<file path="config.mk">
export PLATFORM = sky130hd
export DESIGN_NAME = down_counter_ckt_flat
export DESIGN_NICKNAME = d
export VERILOG_FILES = /design/src/rtl/counter_pkg.sv /design/src/rtl/down_counter_ckt_if.sv /design/src/rtl/down_counter_ckt.sv /design/src/flat_wrapper.sv
export SDC_FILE = /design/constraint.sdc
export NUM_CORES = 1
export LEC_CHECK = 0
export CAP_MARGIN = 20
export CORE_AREA = 10 10 56 58
export CTS_CLUSTER_SIZE = 40
export DETAILED_ROUTE_END_ITERATION = 8
export DIE_AREA = 0 0 66 68
export PLACE_DENSITY_LB_ADDON = 0.3
export SYNTH_ARGS = -nofsm -noshare
export SYNTH_HDL_FRONTEND = slang
export SYNTH_SLANG_ARGS = --single-unit
</file>
<file path="constraint.sdc">
create_clock -name clock -period 4 [get_ports clock]
set_input_delay 1.2 -clock clock [delete_from_list [all_inputs] [get_ports clock]]
set_output_delay 1.2 -clock clock [all_outputs]
set_load 0.02 [all_outputs]
</file>
<file path="src/rtl/counter_pkg.sv">
// Shared types and default widths for the lab counters: the up-counter, the
// down-counter and their benches.
package counter_pkg;
  typedef enum logic [1:0] {IDLE, RUN, HOLD, DONE} cnt_state_t;

  localparam int CNT_IN_WIDTH = 4;
  localparam int CNT_WIDTH    = 8;
endpackage

</file>
<file path="src/rtl/down_counter_ckt_if.sv">
// Control and status bundle of the loadable down-counter.
// master = the driver of the controls; slave = the counter itself.
interface down_counter_ckt_if #(
  parameter int IN_WIDTH = counter_pkg::CNT_IN_WIDTH,
  parameter int WIDTH    = counter_pkg::CNT_WIDTH
);
  logic                start;
  logic [IN_WIDTH-1:0] number_in;
  logic                count_en;
  logic                pause;
  logic                auto_reload;
  logic [WIDTH-1:0]    Count;
  logic                Done;
  logic                Busy;
  logic                Underflow;

  modport master (
    output start, number_in, count_en, pause, auto_reload,
    input  Count, Done, Busy, Underflow
  );

  modport slave (
    input  start, number_in, count_en, pause, auto_reload,
    output Count, Done, Busy, Underflow
  );
endinterface

</file>
<file path="src/rtl/down_counter_ckt.sv">
// Loadable down-counter with a one-cycle Done pulse at zero, optional
// auto-reload of the last loaded value, and a sticky Underflow flag.
module down_counter_ckt
  import counter_pkg::*;
#(
  parameter int IN_WIDTH = CNT_IN_WIDTH,
  parameter int WIDTH    = CNT_WIDTH
) (
  input  logic                clock,
  input  logic                reset,
  down_counter_ckt_if.slave   bus
);

  cnt_state_t          state_q, state_d;
  logic [WIDTH-1:0]    count_q, count_d;
  logic [IN_WIDTH-1:0] reload_q, reload_d;
  logic                done_q, done_d;
  logic                unf_q, unf_d;

  always_ff @(posedge clock) begin
    if (reset) begin
      state_q  <= IDLE;
      count_q  <= '0;
      reload_q <= '0;
      done_q   <= 1'b0;
      unf_q    <= 1'b0;
    end else begin
      state_q  <= state_d;
      count_q  <= count_d;
      reload_q <= reload_d;
      done_q   <= done_d;
      unf_q    <= unf_d;
    end
  end

  always_comb begin
    state_d  = state_q;
    count_d  = count_q;
    reload_d = reload_q;
    done_d   = 1'b0;
    unf_d    = unf_q;
    if (bus.start) begin
      count_d  = WIDTH'(bus.number_in);
      reload_d = bus.number_in;
      unf_d    = 1'b0;
      if (bus.number_in == '0) begin
        state_d = DONE;
        // A zero load re-entering DONE must not extend a pulse already high.
        done_d  = !done_q;
      end else begin
        state_d = RUN;
      end
    end else begin
      case (state_q)
        IDLE: ;
        RUN: begin
          if (bus.pause) begin
            state_d = HOLD;
          end else if (bus.count_en) begin
            if (count_q > WIDTH'(1)) begin
              count_d = count_q - WIDTH'(1);
            end else begin
              count_d = '0;
              state_d = DONE;
              done_d  = 1'b1;
            end
          end
        end
        // Release only moves back to RUN; the decrement resumes next cycle.
        HOLD: if (!bus.pause) state_d = RUN;
        DONE: begin
          if (bus.auto_reload && reload_q != '0) begin
            count_d = WIDTH'(reload_q);
            state_d = RUN;
          end else if (bus.count_en) begin
            unf_d = 1'b1;
          end
        end
        default: state_d = IDLE;
      endcase
    end
  end

  always_comb begin
    bus.Count     = count_q;
    bus.Done      = done_q;
    bus.Busy      = (state_q == RUN) || (state_q == HOLD);
    bus.Underflow = unf_q;
  end

endmodule

</file>
<file path="src/flat_wrapper.sv">
// flat-port wrapper written by rule: the top's interface ports become plain ports
module down_counter_ckt_flat import counter_pkg::*;
#(
  parameter int IN_WIDTH = CNT_IN_WIDTH,
  parameter int WIDTH    = CNT_WIDTH
)
  (clock, reset, bus_start, bus_number_in, bus_count_en, bus_pause, bus_auto_reload, bus_Count, bus_Done, bus_Busy, bus_Underflow);
  down_counter_ckt_if #(.IN_WIDTH(IN_WIDTH), .WIDTH(WIDTH)) bus_i ();
  input  logic clock;
  input  logic reset;
  input wire logic [$bits(bus_i.start)-1:0] bus_start;
  input wire logic [$bits(bus_i.number_in)-1:0] bus_number_in;
  input wire logic [$bits(bus_i.count_en)-1:0] bus_count_en;
  input wire logic [$bits(bus_i.pause)-1:0] bus_pause;
  input wire logic [$bits(bus_i.auto_reload)-1:0] bus_auto_reload;
  output wire logic [$bits(bus_i.Count)-1:0] bus_Count;
  output wire logic [$bits(bus_i.Done)-1:0] bus_Done;
  output wire logic [$bits(bus_i.Busy)-1:0] bus_Busy;
  output wire logic [$bits(bus_i.Underflow)-1:0] bus_Underflow;
  assign bus_i.start = bus_start;
  assign bus_i.number_in = bus_number_in;
  assign bus_i.count_en = bus_count_en;
  assign bus_i.pause = bus_pause;
  assign bus_i.auto_reload = bus_auto_reload;
  assign bus_Count = bus_i.Count;
  assign bus_Done = bus_i.Done;
  assign bus_Busy = bus_i.Busy;
  assign bus_Underflow = bus_i.Underflow;
  down_counter_ckt #(.IN_WIDTH(IN_WIDTH), .WIDTH(WIDTH)) u_core (.clock(clock), .reset(reset), .bus(bus_i));
endmodule
</file>
==> impl_metrics.json, run 1 <==
{
  "status": "completed",
  "synth_edf_count": 0,
  "synth_ff_type": "dfxtp_1",
  "worstPathArrival_ns": 1.71,
  "num_io_pins": 21,
  "antenna_cells": 0,
  "avgSynthCellArea_um2": 8.76,
  "hold_depth": 2,
  "crit_path_frequent_cell": "inv_1",
  "postRouteAntennaNets": 0,
  "period_share_pct": 72.7,
  "post_cts_buffers": 0,
  "cts.clk_slew.worst_paths_ns": 0.11,
  "cts.path.max_buffers": 2,
  "overflow": 0,
  "slew_headroom_pct": 52.3,
  "grt_pass1_wl_um": 4270,
  "grt_use_total_pct": 11.7,
  "r2r-end": "u_core.bus.Count[1]$_SDFFE_PP0P_",
  "fin_util_pct": 60.3,
  "cap_violations": 0,
  "synthesis.nets": 130,
  "fin_ws_ns": 1.09,
  "slowest_stage": "clkdlybuf4s50_1",
  "crit_family": "buffers and inverters",
  "fmax_mhz": 344,
  "final_cell_mix": "clkdlybuf4s50_1, dfxtp_1, nor2_1",
  "layout.cell_area.non_filler_um2": 1270,
  "cp-startpoint": "u_core.state_q[0]$_SDFFE_PP0P_",
  "syn_area_um2": 1010,
  "hold_start": "u_core.bus.Count[7]$_SDFFE_PP0P_",
  "wl_met1_um": 1190,
  "cts_hold_buf": 0,
  "worstSkewPairLatency_ns": 0.29,
  "viasPerCell": 6.16,
  "power.density_nw_per_um2": 480,
  "coreArea_um2": 2110,
  "dpl-instance-area_um2": 1230,
  "fin_cells": 164,
  "cts_tree": "yes",
  "dp_hpwl_um": 1960,
  "hp-class": "register to register",
  "path_max_fanout": 3,
  "wl_per_cell_um": 15.9,
  "rsz0062_at_grt": "no",
  "finClkSkew_ns": 0.00390,
  "drive_gt1_share_pct": 7.35,
  "num_rows": 17,
  "vdd_drop_max_mv": 0.369,
  "top_layer": "met4",
  "die_y_um": 68,
  "fin_total_pwr_mw": 0.610,
  "dieArea_um2": 4490,
  "dr.first_iter.drc_count": 73,
  "yosysSeqAreaShare_pct": 31.8,
  "reg2reg_slack_ns": 1.84,
  "tightest_slew_ns": 0.716,
  "hold_viol_final": 0,
  "num_vias": 1011,
  "cts_sinks": 16,
  "route.met2.wl_um": 1250,
  "critPathKind": "register to primary output",
  "drt-total-wl_um": 2610,
  "dp_cells": 160,
  "grt_max_degree": 18,
  "path_cells": "inv_1 -> ha_1 -> inv_1 -> clkdlybuf4s50_1",
  "critPathBufInv": 3,
  "max_stage_delay_ns": 0.60,
  "p_leak_nw": 0.470,
  "whs_endpoint": "u_core.bus.Count[7]$_SDFFE_PP0P_",
  "setup_violations": 0,
  "ctsResizeCount": 0,
  "cts_buffers": 3,
  "drcViolationCount": 0,
  "initial_core_util_pct": 47.8,
  "grt_pass1_vias": 983,
  "nets": 152,
  "syn_inst": 115,
  "reg2reg_depth": 6,
  "gp_congestion": 0.877,
  "slew_violations": 0,
  "synthDistinctLibCells": 40,
  "area_growth_pct": 26.1,
  "antenna_found_initial": 0,
  "start_kind": "register",
  "reg2reg_from": "u_core.bus.Count[0]$_SDFFE_PP0P_",
  "port_buffers": 20,
  "async_flop_share_pct": 0,
  "worst_hold_slack_ns": 0.516,
  "dr.pass1.iters": 5,
  "tns_ns": 0,
  "ys_ff_latch": 16,
  "wl_met3_um": 141,
  "layout_commonest_cell": "clkdlybuf4s50_1",
  "cp-end-kind": "primary output",
  "layout_min_cycle_time_ns": 2.91,
  "yosysWarnings": 0,
  "die_w_um": 66,
  "clock-root-buffer": "clkbuf_4",
  "h-tree-depth": 1,
  "pre_cts_slack_ns": 1.03,
  "worstPathRequired_ns": 2.80
}
state kept, by name, indices dropped and copies added, names as in the netlist:
name	flops
u_core.bus.Count	8
u_core.bus.Done	1
u_core.bus.Underflow	1
u_core.reload_q	4
u_core.state_q	2
cell families after synthesis:
| group | count (synthesis) | synth area share, % |
|---|---|---|
| mux | 5 | 4.97 |
| compound gates | 33 | 26.2 |
| flops | 16 | 31.8 |
| fa+ha+maj | 5 | 6.21 |
| simple gates | 44 | 26.2 |
| buf+inv | 12 | 4.60 |
worst max path at each step:
stage                                       end  slack, ns  depth (start not counted)
6_report                               bus_Busy       1.09                          4
5_1_grt                                bus_Busy       1.00                          4
4_1_cts                                bus_Busy       1.08                          4
3_5_place_dp   u_core.bus.Count[5]$_SDFFE_PP0P_       1.03                          5
3_3_place_gp   u_core.bus.Count[5]$_SDFFE_PP0P_       1.07                          5
2_1_floorplan  u_core.bus.Count[5]$_SDFFE_PP0P_       1.59                          4
synth_stat cells, types with 2 or more instances:
cell,instances,area share [%]
dfxtp_1,16,32
nor2_1,12,4.5
inv_1,8,3.0
nand2b_1,6,3.7
a21oi_1,5,2.5
ha_1,5,6.2
mux2i_1,5,5.0
or3_1,5,3.1
a222oi_1,4,4.0
nor3_1,4,2.0
o21ai_0,4,2.0
a211oi_1,3,2.2
clkbuf_1,3,1.1
nand2_1,3,1.1
a221oi_1,2,1.7
a2bb2oi_1,2,1.7
nor2b_1,2,1.2
o32ai_1,2,1.7
or2_1,2,1.2
or4_1,2,1.5
worst register-to-register path, cell delays in order (launching register included):
cell      delay [ns]
dfxtp_1         0.47
inv_1           0.12
ha_1            0.26
or2_1           0.29
a311oi_2        0.50
a222oi_1        0.19
a211oi_1        0.26
report_power, final:
group          leakage [nW]  switching (mW)  internal [mW]
combinational         0.318           0.159          0.132
clock                0.0210          0.0569         0.0554
sequential            0.131          0.0276          0.180
total                 0.470           0.243          0.367
final cells by class:
type	instances	area, um^2
sequential	16	320
multi-input combinational	87	641
tap	28	35.0
fill	191	836
clock buffer	4	36.3
timing repair buffer	21	208
inverter	8	30.0
per-layer routing:
| layer | GRT usage [%] | up-vias |
|---|---|---|
| met4 | 4.71 | 0 |
| li1 | - | 484 |
| met1 | 13.2 | 484 |
| met5 | 0 | - |
| met2 | 21.3 | 35 |
| met3 | 2.28 | 8 |
Power figures use the tool's default switching activity.
==> inputs of run 2 (changes only) <==
Clock period 4 ns to 2.9 ns, I/O delays scaled along.
==> run 2 against run 1 <==
  * Count of clock-buffer cells in the layout unchanged
  * Highest routed layer unchanged
  * Critical endpoint unchanged
  * Hold slack got worse by 0.0019 ns
  * Combinational power increased by 38%
  * Via count decreased by 3.9%
  * Critical path type unchanged
  * Die area unchanged
  * Sequential power increased by 38%
==> impl_metrics.json, run 2 (same netlist as run 1, synthesis figures left out) <==
{
  "fmax_mhz": 386,
  "critPathKind": "register to primary output",
  "cp-end-kind": "primary output",
  "gp_congestion": 0.825,
  "tightest_slew_ns": 0.641,
  "drive_gt1_share_pct": 8.03,
  "cts_hold_buf": 0,
  "grt_pass1_vias": 915,
  "p_leak_nw": 0.476,
  "power.density_nw_per_um2": 659,
  "largest_register_ffs": 8,
  "antenna_found_initial": 0,
  "status": "completed",
  "viasPerCell": 5.89,
  "dieArea_um2": 4490,
  "grt_pass1_wl_um": 4080,
  "rsz0062_at_grt": "no",
  "fin_util_pct": 60.7,
  "worstPathRequired_ns": 2.03,
  "worstSkewPairLatency_ns": 0.30,
  "worstPathArrival_ns": 1.72,
  "slew_violations": 0,
  "post_cts_buffers": 0,
  "critPathBufInv": 3,
  "cts.path.max_buffers": 2,
  "start_kind": "register",
  "layout_commonest_cell": "clkdlybuf4s50_1",
  "area_growth_pct": 26.8,
  "h-tree-depth": 1,
  "slowest_stage": "clkdlybuf4s50_1",
  "num_vias": 972,
  "cts.clk_slew.worst_paths_ns": 0.10,
  "vdd_drop_max_mv": 0.401,
  "dp_hpwl_um": 1900,
  "drcViolationCount": 0,
  "fin_cells": 165,
  "grt_use_total_pct": 11.3,
  "cts_tree": "yes",
  "num_rows": 17,
  "path_max_fanout": 3,
  "cts_sinks": 16,
  "drt-total-wl_um": 2470,
  "hold_viol_final": 0,
  "initial_core_util_pct": 47.8,
  "crit_path_frequent_cell": "inv_1",
  "crit_family": "buffers and inverters",
  "final_cell_mix": "clkdlybuf4s50_1, dfxtp_1, nor2_1",
  "nets": 153,
  "layout_min_cycle_time_ns": 2.59,
  "max_stage_delay_ns": 0.59,
  "wl_per_cell_um": 15.0,
  "postRouteAntennaNets": 0,
  "period_share_pct": 89.3,
  "overflow": 0,
  "port_buffers": 20,
  "slew_headroom_pct": 56.1,
  "dr.pass1.iters": 4,
  "tns_ns": 0,
  "die_y_um": 68,
  "grt_max_degree": 18,
  "antenna_cells": 0,
  "cap_violations": 0,
  "finClkSkew_ns": 0.000824,
  "die_w_um": 66,
  "path_cells": "inv_1 -> ha_1 -> inv_1 -> clkdlybuf4s50_1",
  "ctsResizeCount": 0,
  "dr.first_iter.drc_count": 74,
  "fin_total_pwr_mw": 0.842,
  "num_io_pins": 21,
  "setup_violations": 0,
  "clock-root-buffer": "clkbuf_4",
  "cts_buffers": 3,
  "hp-class": "register to register",
  "coreArea_um2": 2110,
  "dp_cells": 161
}
run 2: stage by stage:
stage | setup slack [ns] | cell area, um^2 | hold slack (ns)
final | 0.311 | 1280 | 0.514
after global routing | 0.262 | 1280 | 0.537
after CTS | 0.313 | 1280 | 0.514
after detailed placement | 0.232 | 1240 | 0.499
after global placement | 0.299 | 1240 | 0.492
after floorplan | 0.825 | 1010 | 0.482
run 2: layout make-up:
cell class                 instances  area [um^2]
clock buffer                       4         36.3
fill                             187          828
inverter                           8         30.0
multi-input combinational         87          641
sequential                        16          320
tap                               28         35.0
timing repair buffer              22          215
run 2: tightest hold or removal path: stages, from the launching register on:
cell and delay [ns]:
dfxtp_1 0.34, o21ai_0 0.07, a21oi_1 0.06
run 2: power by group:
group          internal, mW  switching [mW]  total, mW
logic                 0.188           0.215      0.403
clock network        0.0768          0.0775      0.154
registers             0.248          0.0374      0.285
total                 0.512           0.330      0.842
run 2: final timing paths:
| kind | start | to | slack [ns] | cells past startpoint |
|---|---|---|---|---|
| hold / removal | u_core.bus.Count[7]$_SDFFE_PP0P_ | u_core.bus.Count[7]$_SDFFE_PP0P_ | 0.51 | 2 |
| setup / recovery | u_core.state_q[0]$_SDFFE_PP0P_ | bus_Busy | 0.31 | 4 |
| hold reg to reg | u_core.bus.Count[7]$_SDFFE_PP0P_ | u_core.bus.Count[7]$_SDFFE_PP0P_ | 0.51 | 2 |
| setup reg to reg | u_core.bus.Count[0]$_SDFFE_PP0P_ | u_core.bus.Count[3]$_SDFFE_PP0P_ | 0.74 | 6 |
run 2: per-layer routing:
metal	global-route usage, %	vias up	wire, um
met3	2.94	5	158
met4	5.76	0	42
met5	0	-	0
met1	12.7	455	1070
met2	19.3	26	1200
li1	-	486	-
